[src/rtl/add_arbiter_if.sv]
// Request/response bundle for the shared adder: requester side is master, arbiter is slave.
interface add_arbiter_if #(
    parameter int unsigned NREQ = 4,
    parameter int unsigned W    = 31
);
    localparam int unsigned IDW = (NREQ > 1) ? $clog2(NREQ) : 1;

    logic [NREQ-1:0]   req;
    logic [NREQ*W-1:0] req_a;
    logic [NREQ*W-1:0] req_b;
    logic [NREQ-1:0]   gnt;
    logic              rsp_valid;
    logic [IDW-1:0]    rsp_id;
    logic [W:0]        rsp_sum;
    logic              rsp_ready;
    logic              busy;

    modport master (
        output req, req_a, req_b, rsp_ready,
        input  gnt, rsp_valid, rsp_id, rsp_sum, busy
    );

    modport slave (
        input  req, req_a, req_b, rsp_ready,
        output gnt, rsp_valid, rsp_id, rsp_sum, busy
    );
endinterface

[src/rtl/add_arbiter.sv]
// Shared two-stage signed adder with an NREQ-way arbiter in front of it.
// Round-robin by default; define ADD_ARB_FIXED_PRIO_EN for fixed priority
// (lowest index wins, no rotating pointer).
module add_arbiter #(
    parameter int unsigned NREQ = 4,
    parameter int unsigned W    = 31
) (
    input  logic         clk,
    input  logic         rst,
    add_arbiter_if.slave bus
);
    localparam int unsigned IDW = (NREQ > 1) ? $clog2(NREQ) : 1;

    logic            stall_c;
    logic            fire_c;
    logic [NREQ-1:0] gnt_c;
    logic [IDW-1:0]  gnt_id_c;
    logic [IDW-1:0]  scan_idx_c;

    logic            s1_valid_q, s1_valid_d;
    logic [W-1:0]    s1_a_q, s1_a_d;
    logic [W-1:0]    s1_b_q, s1_b_d;
    logic [IDW-1:0]  s1_id_q, s1_id_d;
    logic            rsp_valid_q, rsp_valid_d;
    logic [W:0]      rsp_sum_q, rsp_sum_d;
    logic [IDW-1:0]  rsp_id_q, rsp_id_d;
    logic            busy_q, busy_d;
`ifndef ADD_ARB_FIXED_PRIO_EN
    logic [IDW-1:0]  ptr_q, ptr_d;
`endif

    // Whole pipeline freezes while a result waits for the consumer.
    assign stall_c = rsp_valid_q & ~bus.rsp_ready;

    // Arbiter: first requester found scanning upward (from ptr, with wrap).
    always_comb begin
        gnt_c      = '0;
        gnt_id_c   = '0;
        fire_c     = 1'b0;
        scan_idx_c = '0;
        if (!rst && !stall_c) begin
            for (int unsigned k = 0; k < NREQ; k++) begin
`ifdef ADD_ARB_FIXED_PRIO_EN
                scan_idx_c = IDW'(k);
`else
                scan_idx_c = ptr_q + IDW'(k);
`endif
                if (!fire_c && bus.req[scan_idx_c]) begin
                    fire_c            = 1'b1;
                    gnt_id_c          = scan_idx_c;
                    gnt_c[scan_idx_c] = 1'b1;
                end
            end
        end
    end

    // Next state for both stages and the pointer; everything holds on stall.
    always_comb begin
        s1_valid_d  = s1_valid_q;
        s1_a_d      = s1_a_q;
        s1_b_d      = s1_b_q;
        s1_id_d     = s1_id_q;
        rsp_valid_d = rsp_valid_q;
        rsp_sum_d   = rsp_sum_q;
        rsp_id_d    = rsp_id_q;
`ifndef ADD_ARB_FIXED_PRIO_EN
        ptr_d       = ptr_q;
`endif
        if (!stall_c) begin
            s1_valid_d = fire_c;
            for (int unsigned i = 0; i < NREQ; i++) begin
                if (gnt_c[i]) begin
                    s1_a_d = bus.req_a[i*W +: W];
                    s1_b_d = bus.req_b[i*W +: W];
                end
            end
            if (fire_c) begin
                s1_id_d = gnt_id_c;
`ifndef ADD_ARB_FIXED_PRIO_EN
                ptr_d   = gnt_id_c + IDW'(1);
`endif
            end
            rsp_valid_d = s1_valid_q;
            if (s1_valid_q) begin
                rsp_sum_d = {s1_a_q[W-1], s1_a_q} + {s1_b_q[W-1], s1_b_q};
                rsp_id_d  = s1_id_q;
            end
        end
        busy_d = s1_valid_d | rsp_valid_d;
    end

    // State registers with synchronous reset.
    always_ff @(posedge clk) begin
        if (rst) begin
            s1_valid_q  <= 1'b0;
            s1_a_q      <= '0;
            s1_b_q      <= '0;
            s1_id_q     <= '0;
            rsp_valid_q <= 1'b0;
            rsp_sum_q   <= '0;
            rsp_id_q    <= '0;
            busy_q      <= 1'b0;
`ifndef ADD_ARB_FIXED_PRIO_EN
            ptr_q       <= '0;
`endif
        end else begin
            s1_valid_q  <= s1_valid_d;
            s1_a_q      <= s1_a_d;
            s1_b_q      <= s1_b_d;
            s1_id_q     <= s1_id_d;
            rsp_valid_q <= rsp_valid_d;
            rsp_sum_q   <= rsp_sum_d;
            rsp_id_q    <= rsp_id_d;
            busy_q      <= busy_d;
`ifndef ADD_ARB_FIXED_PRIO_EN
            ptr_q       <= ptr_d;
`endif
        end
    end

    assign bus.gnt       = gnt_c;
    assign bus.rsp_valid = rsp_valid_q;
    assign bus.rsp_sum   = rsp_sum_q;
    assign bus.rsp_id    = rsp_id_q;
    assign bus.busy      = busy_q;

endmodule
[src/flat_wrapper.sv]
// flat-port wrapper written by rule: the top's interface ports become plain ports
module add_arbiter_flat 
#(
    parameter int unsigned NREQ = 4,
    parameter int unsigned W    = 31
)
  (clk, rst, bus_req, bus_req_a, bus_req_b, bus_rsp_ready, bus_gnt, bus_rsp_valid, bus_rsp_id, bus_rsp_sum, bus_busy);
  add_arbiter_if #(.NREQ(NREQ), .W(W)) bus_i ();
  input  logic clk;
  input  logic rst;
  input wire logic [$bits(bus_i.req)-1:0] bus_req;
  input wire logic [$bits(bus_i.req_a)-1:0] bus_req_a;
  input wire logic [$bits(bus_i.req_b)-1:0] bus_req_b;
  input wire logic [$bits(bus_i.rsp_ready)-1:0] bus_rsp_ready;
  output wire logic [$bits(bus_i.gnt)-1:0] bus_gnt;
  output wire logic [$bits(bus_i.rsp_valid)-1:0] bus_rsp_valid;
  output wire logic [$bits(bus_i.rsp_id)-1:0] bus_rsp_id;
  output wire logic [$bits(bus_i.rsp_sum)-1:0] bus_rsp_sum;
  output wire logic [$bits(bus_i.busy)-1:0] bus_busy;
  assign bus_i.req = bus_req;
  assign bus_i.req_a = bus_req_a;
  assign bus_i.req_b = bus_req_b;
  assign bus_i.rsp_ready = bus_rsp_ready;
  assign bus_gnt = bus_i.gnt;
  assign bus_rsp_valid = bus_i.rsp_valid;
  assign bus_rsp_id = bus_i.rsp_id;
  assign bus_rsp_sum = bus_i.rsp_sum;
  assign bus_busy = bus_i.busy;
  add_arbiter #(.NREQ(NREQ), .W(W)) u_core (.clk(clk), .rst(rst), .bus(bus_i));
endmodule
[config.mk]
export PLATFORM = sky130hd
export DESIGN_NAME = add_arbiter_flat
export DESIGN_NICKNAME = d
export VERILOG_FILES = /design/src/rtl/add_arbiter_if.sv /design/src/rtl/add_arbiter.sv /design/src/flat_wrapper.sv
export SDC_FILE = /design/constraint.sdc
export NUM_CORES = 1
export LEC_CHECK = 0
export ABC_AREA = 1
export BUFFER_PORTS_ARGS = -buffer_cell sky130_fd_sc_hd__buf_2
export CORE_ASPECT_RATIO = 0.9
export CORE_UTILIZATION = 30
export DETAILED_ROUTE_END_ITERATION = 12
export PLACE_DENSITY = 0.61
export SLEW_MARGIN = 5
export SYNTH_ARGS = -nofsm -noshare
export SYNTH_HDL_FRONTEND = slang
export SYNTH_SLANG_ARGS = --single-unit
[constraint.sdc]
create_clock -name clk -period 7.1 [get_ports clk]
set_clock_uncertainty 0.2 [all_clocks]
set_input_delay 0 -clock clk [delete_from_list [all_inputs] [get_ports clk]]
set_output_delay 0 -clock clk [all_outputs]
set_load 0.05 [all_outputs]
==> flow_summary_export.csv <==
group,metric,value,unit
status,status,"complete, no violations",
sta,tightestPinTransition,1.24,ns
place,port_buffers,294,
grt,grt.total_usage,21.8,%
clocking,cts_buffers,9,
worst_setup_path,start_kind,"register",
logic_synthesis,async_flop_share,0,%
worst_setup_path,endpoint_kind,"register",
clocking,cts_resized,0,
sta,final-hold-violation-count,0,
worst_hold_path,min_from,"bus_req[2]",
clocking,htree_levels,3,
floorplan,core_area,0.0281,mm^2
floorplan,rows,58,
logic_synthesis,yosys_warnings,0,
grt,grt_start_max_net_pins,125,
clocking,clkTransAtPathRegs,0.07,ns
logic_synthesis,syn_area,0.00861,mm^2
finish,fin_nets,2236,
detailed_routing,wl_per_cell,14.0,um
logic_synthesis,synth_fp_nets,1828,
logic_synthesis,ys_ff_latch,103,
clocking,clock_latency,0.36,ns
logic_synthesis,synthCells,1533,
finish,final_common_cell,"nand2_1",
clocking,cts-root-buf,"clkbuf_16",
clocking,cts_tree,"yes",
floorplan,die_area,0.0294,mm^2
detailed_routing,finalWirelength,32400,um
finish,fillers,2984,
worst_setup_path,timing.rr.start,"u_core.ptr_q[1]",
detailed_routing,drtIter0Drc,782,
sta,fmax,182,MHz
worst_setup_path,crit_type,"register to register",
sta,final-max-slew-violation-count,0,
power_and_ir_drop,ir_drop,0.347,mV
power_and_ir_drop,power.density,424,mW/mm^2
sta,fin_crit,5.48,ns
detailed_routing,remaining_drc_errors,0,
worst_setup_path,r2r-end,"u_core.s1_a_q[21]",
floorplan,io_pins,295,
worst_setup_path,reg2regPathDepth,17,
floorplan,die_w,181,um
finish,drive_gt1_share,17.3,%
worst_setup_path,worstPathRequired,7.15,ns
sta,setup_viol,0,
grt,antenna_found_initial,1,
logic_synthesis,ys_seq_area_share,23.9,%
run,cap_violations,0,
worst_hold_path,hold_class,"input pin to register",
clocking,cts_num_sinks,103,
worst_setup_path,reg2reg_slack,1.62,ns
grt,grt_pass1_vias,10300,
detailed_routing,avgViaCountPerCell,4.72,
logic_synthesis,synth_top_flop_cell,"dfxtp_1",
place,place_congestion,0.901,
power_and_ir_drop,leakagePower,7.06,nW
place,post-dp-hpwl,23900,um
worst_setup_path,crit_path_max_fanout,64,
detailed_routing,ant_nets,0,
sta,period_share,77.2,%
finish,final_cell_mix,"370 x nand2_1, 294 x buf_2, 251 x inv_1",
finish,areaGrowthSynthToFinish,42.4,%
logic_synthesis,synth.avg_cell_area,5.62,um^2
detailed_routing,via_count,10900,
detailed_routing,firstDrtPassIters,5,
worst_hold_path,hold-path-endpoint,"u_core.s1_id_q[1]",
sta,tns,0,ns
clocking,clockBufferDepth,2,
grt,grt_pass1_wl,51400,um
floorplan,start_util,30.7,%
grt,overflow,0,
floorplan,die_y,163,um
sta,slew-limit-headroom,17.4,%
logic_synthesis,synth.distinct_cells,37,
worst_hold_path,holdPathStages,8,
logic_synthesis,synth_edf_count,0,
sta,rsz0062_at_grt,"no",
worst_setup_path,arrival,5.53,ns
power_and_ir_drop,p_total,5.20,mW
## critical path, cell delays in order, from the launching register on
cell and delay (ns):
dfxtp_1 0.51, inv_1 0.22, ha_1 0.43, inv_1 0.10, nand2_1 0.07, nand2_1 0.08
nor2_4 0.19, nand3_1 0.15, nand3_4 0.10, buf_4 0.51, nand2_4 0.57, nand2_1 0.18
nand3_1 0.07, dlygate4sd3_1 0.59, nand3_1 0.10, dlygate4sd3_1 0.59, a21oi_1 0.07, dlygate4sd3_1 0.56
## cell usage after synthesis (2+ instances only)
cell       count  area (um^2)
inv_2          3         11.3
nand3_2        2         20.0
nor2_4         2         22.5
o2111ai_1      2         17.5
clkbuf_1      48          180
xnor2_1        5         43.8
dfxtp_1      103         2060
nand2_2        5         31.3
buf_2         13         65.1
buf_6          7         78.8
o21a_1         3         22.5
ha_1          39          488
a21o_1         3         22.5
nand2_1      370         1390
a21boi_0       4         30.0
nor2_1       233          875
inv_1        252          946
a21oi_1      115          576
nand4_1        8         50.1
xor2_1        13          114
nand3_1      217         1090
nor3_1         5         25.0
o211ai_1       3         22.5
o21ai_0       59          295
buf_1          7         26.3
## what timing repair did
item                       4_1_cts  5_1_grt
setup buffers                    0        0
hold endpoints to repair        66        0
setup endpoints to repair        0        0
hold buffers                   171        0
## where the power goes
group,total (mW),internal (mW),switching [mW]
Combinational,3.73,1.49,2.24
Clock,0.522,0.284,0.238
Sequential,0.947,0.787,0.160
## how the worst max path moves through the flow
stage | startpoint | end | cells past startpoint
4_1_cts | u_core.ptr_q[1] | u_core.s1_a_q[21] | 17
3_3_place_gp | u_core.ptr_q[1] | u_core.s1_a_q[17] | 16
6_report | u_core.ptr_q[1] | u_core.s1_a_q[21] | 17
3_5_place_dp | u_core.ptr_q[1] | u_core.s1_a_q[6] | 16
5_1_grt | u_core.ptr_q[1] | u_core.s1_a_q[21] | 17
2_1_floorplan | u_core.ptr_q[0] | u_core.s1_a_q[0] | 16
## through the flow
step	area [um^2]	cells	util (%)	setup WS, ns	hold slack, ns
floorplan	8610	1533	-	4.35	0.00191
global placement	10300	2119	36.5	2.70	0.156
detailed placement	10300	2119	36.5	2.55	0.161
CTS	12300	2306	43.7	1.65	0.203
global route	12300	2307	43.7	1.18	0.301
finish	12300	2307	43.7	1.62	0.211
## area by class of cell
cell class	instances	area, um^2	share of cell area, %
clock inverter	5	57.6	0.469
clock buffer	11	243	1.98
inverter	255	957	7.80
multi-input combinational	1100	5260	42.9
antenna	1	2.50	0.0204
timing repair buffer	472	3240	26.4
tap	360	450	3.67
sequential	103	2060	16.8
## registers in the layout, summed over array words and instances (netlist names)
name / cells
u_core.bus.busy: 1
u_core.s1_b_q: 31
u_core.bus.rsp_id: 2
u_core.s1_valid_q: 1
u_core.bus.rsp_sum: 32
u_core.s1_a_q: 31
u_core.s1_id_q: 2
u_core.ptr_q: 2
u_core.bus.rsp_valid: 1
## kinds of logic (layout without fill, tap and decap cells)
kind of cell / count (synthesis) / count (layout) / share of synthesized area, %
simple gates: 847 / 847 / 41.2
buf+inv: 330 / 743 / 15.2
compound gates: 195 / 195 / 12.0
flops: 103 / 103 / 23.9
fa+ha+maj: 40 / 40 / 5.90
xor+xnor: 18 / 18 / 1.83
other cells: 0 / 1 / 0
## routing by layer
layer	track usage, %	share of wire (%)
met1	30.3	49
met2	34.4	43
met3	3.69	5.7
met4	6.14	2.3
met5	0	0
No activity file was read; power rests on OpenSTA's default activity.
